### src/rtl/fp4_fft_pkg.sv
// Shared definitions for the FP4 FFT sample path: frame geometry, FP4 field
// positions inside a packed complex sample, and the loader state encoding.
package fp4_fft_pkg;

  localparam int N      = 32;
  localparam int ADDR_W = 5;
  localparam int DATA_W = 8;

  // Packed complex sample: real FP4 in the low nibble, imaginary FP4 above it.
  localparam int FP4_RE_LSB = 0;
  localparam int FP4_RE_MSB = 3;
  localparam int FP4_IM_LSB = 4;
  localparam int FP4_IM_MSB = 7;

  typedef enum logic {
    ST_FILL = 1'b0,
    ST_FULL = 1'b1
  } loader_state_t;

  function automatic logic [3:0] fp4_re(input logic [DATA_W-1:0] sample);
    return sample[FP4_RE_MSB:FP4_RE_LSB];
  endfunction

  function automatic logic [3:0] fp4_im(input logic [DATA_W-1:0] sample);
    return sample[FP4_IM_MSB:FP4_IM_LSB];
  endfunction

endpackage

### src/rtl/fp4_fft_input_loader_bit_reverse.sv
// Combinational bit reversal of a W-bit index; shared by the FFT loader and
// the read-side unloader.
module bit_reverse #(
  parameter int W = 5
) (
  input  logic [W-1:0] in_bits,
  output logic [W-1:0] out_bits
);

  for (genvar gi = 0; gi < W; gi++) begin : g_rev
    assign out_bits[gi] = in_bits[W-1-gi];
  end

endmodule

### src/rtl/fp4_fft_input_loader.sv
// Write-side controller for the FP4 FFT ping-pong memory: fills the idle bank
// from a valid/ready stream, then hands the frame to the FFT core.
module fp4_fft_input_loader #(
  parameter int N         = fp4_fft_pkg::N,
  parameter int ADDR_W    = fp4_fft_pkg::ADDR_W,
  parameter int DATA_W    = fp4_fft_pkg::DATA_W,
  parameter bit BITREV_EN = 1'b1
) (
  input  logic              clk,
  input  logic              rst,
  input  logic              s_valid,
  output logic              s_ready,
  input  logic [DATA_W-1:0] s_data,
  output logic              wr_en_1,
  output logic [ADDR_W-1:0] wr_addr_1,
  output logic [DATA_W-1:0] wr_data_1,
  output logic              bank_sel,
  output logic              frame_start,
  input  logic              proc_done,
  output logic              proc_busy,
  output logic              err_done
);

  import fp4_fft_pkg::*;

  loader_state_t     state_reg, state_next;
  logic [ADDR_W-1:0] idx_reg, idx_next;
  logic              bank_sel_reg, bank_sel_next;
  logic              frame_start_reg, frame_start_next;
  logic              proc_busy_reg, proc_busy_next;
  logic              err_done_reg, err_done_next;
  logic              accept;
  logic              swap;
  logic [ADDR_W-1:0] idx_rev;

  bit_reverse #(.W(ADDR_W)) u_bit_reverse (
    .in_bits  (idx_reg),
    .out_bits (idx_rev)
  );

  assign s_ready = (state_reg == ST_FILL);
  assign accept  = s_valid & s_ready;
  // A finishing core may take the next frame in the same cycle it reports done.
  assign swap    = (state_reg == ST_FULL) & (~proc_busy_reg | proc_done);

  assign wr_en_1   = accept;
  assign wr_data_1 = s_data;
  assign wr_addr_1 = BITREV_EN ? idx_rev : idx_reg;

  assign bank_sel    = bank_sel_reg;
  assign frame_start = frame_start_reg;
  assign proc_busy   = proc_busy_reg;
  assign err_done    = err_done_reg;

  always_comb begin
    state_next       = state_reg;
    idx_next         = idx_reg;
    bank_sel_next    = bank_sel_reg;
    frame_start_next = 1'b0;
    proc_busy_next   = proc_busy_reg;
    err_done_next    = err_done_reg | (proc_done & ~proc_busy_reg);

    if (proc_done) begin
      proc_busy_next = 1'b0;
    end

    case (state_reg)
      ST_FILL: begin
        if (accept) begin
          if (idx_reg == ADDR_W'(N - 1)) begin
            idx_next   = '0;
            state_next = ST_FULL;
          end else begin
            idx_next = idx_reg + 1'b1;
          end
        end
      end
      ST_FULL: begin
        if (swap) begin
          bank_sel_next    = ~bank_sel_reg;
          frame_start_next = 1'b1;
          proc_busy_next   = 1'b1;
          state_next       = ST_FILL;
        end
      end
      default: state_next = ST_FILL;
    endcase
  end

  always_ff @(posedge clk or negedge rst) begin
    if (!rst) begin
      state_reg       <= ST_FILL;
      idx_reg         <= '0;
      bank_sel_reg    <= 1'b0;
      frame_start_reg <= 1'b0;
      proc_busy_reg   <= 1'b0;
      err_done_reg    <= 1'b0;
    end else begin
      state_reg       <= state_next;
      idx_reg         <= idx_next;
      bank_sel_reg    <= bank_sel_next;
      frame_start_reg <= frame_start_next;
      proc_busy_reg   <= proc_busy_next;
      err_done_reg    <= err_done_next;
    end
  end

endmodule
### config.mk
export PLATFORM = sky130hd
export DESIGN_NAME = fp4_fft_input_loader
export DESIGN_NICKNAME = d
export VERILOG_FILES = /design/src/rtl/fp4_fft_pkg.sv /design/src/rtl/fp4_fft_input_loader_bit_reverse.sv /design/src/rtl/fp4_fft_input_loader.sv
export SDC_FILE = /design/constraint.sdc
export NUM_CORES = 1
export LEC_CHECK = 0
export CORE_AREA = 3 3 42 44
export DETAILED_ROUTE_END_ITERATION = 12
export DIE_AREA = 0 0 45 47
export PLACE_DENSITY = 0.78
export RECOVER_POWER = 100
export SLEW_MARGIN = 20
export SYNTH_ARGS = -nofsm -noshare
export SYNTH_HDL_FRONTEND = slang
export SYNTH_HIERARCHICAL = 1
export SYNTH_SLANG_ARGS = --single-unit
### constraint.sdc
create_clock -name clk -period 3.2 [get_ports clk]
set_input_delay 0.48 -clock clk [delete_from_list [all_inputs] [get_ports clk]]
set_output_delay 0.48 -clock clk [all_outputs]
set_load 0.02 [all_outputs]
==> reports/qor.yml <==
run_status:
  status: "finished clean"
clock_tree:
  cts_resized: 0
  post_cts_buffers: 0
  clkLatencyLatePin_ns: 0.26
  cts_hold_buf: 0
  htreeDepth: 1
  root_buffer: "clkbuf_4"
  cts.clk_slew.worst_paths_ns: 0.06
  clock-sinks: 10
  cts_buffer_depth: 2
  cts_buffers: 3
  cts_tree: "done"
final_layout:
  register_area_um2: 250.2
  fill_cells: 157
  finalNonFillerCells: 74
  largest_reg_flops: 5
  drive_above_1_share: 0.08621
  fin_area_um2: 615.6
  utilization: 0.4184
  diodes: 0
  area_growth_pct: 12.84
  final_nets: 74
  multi_input_area_um2: 166.4
power:
  switching_power_mw: 0.1554
  power_mw: 0.4270
  p_per_area_mw_per_mm2: 693.7
  irDropWorstVdd_mv: 0.3529
  sequentialPowerShare: 0.448
  p_int_mw: 0.2716
  clockPowerShare: 0.190
  combPwrFrac: 0.362
  switching_share: 0.3640
  power.static_leakage_nw: 0.2937
sta:
  fin_hold_ws_ns: 0.4487
  fin_crit_ns: 2.400
  worst_slew_pin_slew_ns: 0.4745
  finalHoldViolCount: 0
  clock_skew_ns: 0.006821
  slew_headroom: 0.6826
  fmax_mhz: 416.6
  tns_ns: 0
  rsz0062_at_grt: "false"
  fin_crit_sh: 0.7501
  post-route-worst-setup-slack_ns: 0.7998
  slew_viol_final: 0
  setup_violations: 0
floorplan:
  die_h_um: 47
  dieArea_mm2: 0.002115
  io_pins: 31
  rows: 14
  fp.coreArea_mm2: 0.001471
  die_x_um: 45
  initial_core_util: 0.3707
logic_synthesis:
  synth_top_cell_by_area: "dfrtp_1"
  syn-cell-area_um2: 545.5
  syn_avg_cell_area_um2: 10.10
  synth_fp_nets: 68
  synth-edff-count: 0
  synth_area_leaders: "dfrtp_1, buf_4, nand2_1"
  synth_top_area_frac: 0.4587
  synth_cells: 54
  ys_ff_latch: 10
  ys_warn_count: 6
  synth_cell_types: 17
  synth_ff_type: "dfrtp_1"
  yosysSeqAreaShare: 0.4587
  async_flop_share: 1.000
worst_setup_path:
  arrival_ns: 1.92
  crit_required_ns: 2.72
  startpoint_type: "input pin"
  critPathCaptureType: "primary output"
  crit_fanout: 6
  criticalPathCategory: "in2out"
route:
  via_count: 353
  wirelength_um: 901
  first_iter_violations: 4
  wl_per_cell_um: 12.18
  drc: 0
  viasPerCell: 4.770
  firstDrtPassIters: 2
  ant_nets: 0
global_route:
  grt_max_degree: 11
  grt_usage: 0.1014
  grt_pass1_wl_um: 1476
  antenna_found_initial: 0
  grt-ovfl-total: 0
  grt_pass1_vias: 351
placed_design:
  placed_area_um2: 608.1
  port_buffers: 14
  placed_cells: 71
  gp_congestion: 0.7409
  hpwlAfterDp_um: 703.9
  preCtsSetupSlack_ns: 0.9401
worst_hold_path:
  holdCritPathClass: "reg2reg"
job:
  drv_cap: 0
[power by group through the flow]
stage                     Sequential, mW  Combinational, mW  Clock (mW)
after floorplan                    0.191              0.141           0
after global placement             0.194              0.170           0
after detailed placement           0.195              0.173           0
after CTS                          0.193              0.173      0.0854
after global routing               0.197              0.168      0.0923
final                              0.191              0.155      0.0811
[Yosys cell counts (all sizes together) (2+ instances only)]
library cell / count
buf: 13
dfrtp: 10
ha: 2
inv: 2
nand2: 8
nand2b: 4
nand3: 2
o21ai: 5
[area by class of cell]
type	instances	area share
Sequential cell	10	0.4065
Inverter	3	0.02642
Timing Repair Buffer	14	0.2276
Clock buffer	3	0.03659
Multi-Input combinational cell	28	0.2703
Tap cell	16	0.03252
[cell usage in the layout, fill, tap and decap left out]
| master | n |
|---|---|
| o21ai_1 | 3 |
| nor2_1 | 1 |
| dfrtp_1 | 10 |
| ha_1 | 2 |
| nand2b_1 | 4 |
| a21o_1 | 1 |
| xor2_1 | 1 |
| nand2_1 | 8 |
| dlygate4sd3_1 | 13 |
| clkdlybuf4s50_1 | 1 |
| a31oi_1 | 1 |
| and2_0 | 1 |
| clkbuf_4 | 3 |
| nand3_1 | 2 |
| o31ai_2 | 1 |
| clkinv_4 | 1 |
| and3_1 | 1 |
| o21ai_0 | 2 |
| inv_1 | 2 |
[worst max-delay path, cell delays in order]
cell and delay, ns:
clkdlybuf4s50_1 0.47, nand2b_1 0.19, clkinv_4 0.10, dlygate4sd3_1 0.67
[per-layer routing]
metal	up-vias	track usage	routed length, um
met1	159	0.1268	424
met3	2	0.04981	91
met2	18	0.1356	368
li1	174	-	-
met5	-	0	0
met4	0	0.07018	16
[kinds of logic (layout without fill, tap and decap cells)]
group | Yosys count | after routing | share of synthesized area
AND/OR/NAND/NOR | 17 | 17 | 0.1766
adder cells (fa/ha/maj) | 2 | 2 | 0.04586
AO/OA/AOI/OAI | 8 | 8 | 0.09404
flip-flops | 10 | 10 | 0.4587
XOR/XNOR | 1 | 1 | 0.01606
buffers and inverters | 16 | 20 | 0.2087
[path summary, 6_finish.rpt]
path,from,to,slack [ns],depth (start not counted)
setup reg to reg,idx_reg[0]$_DFFE_PN0P_,idx_reg[3]$_DFFE_PN0P_,1.61,5
min in group asynchronous,rst,proc_busy$_DFF_PN0_,0.61,1
hold / removal,err_done$_DFF_PN0_,err_done$_DFF_PN0_,0.45,1
hold reg to reg,err_done$_DFF_PN0_,err_done$_DFF_PN0_,0.45,1
max in group asynchronous,rst,idx_reg[1]$_DFFE_PN0P_,2.26,1
setup / recovery,s_valid,wr_en_1,0.80,4
(Power assumes the default switching activity.)
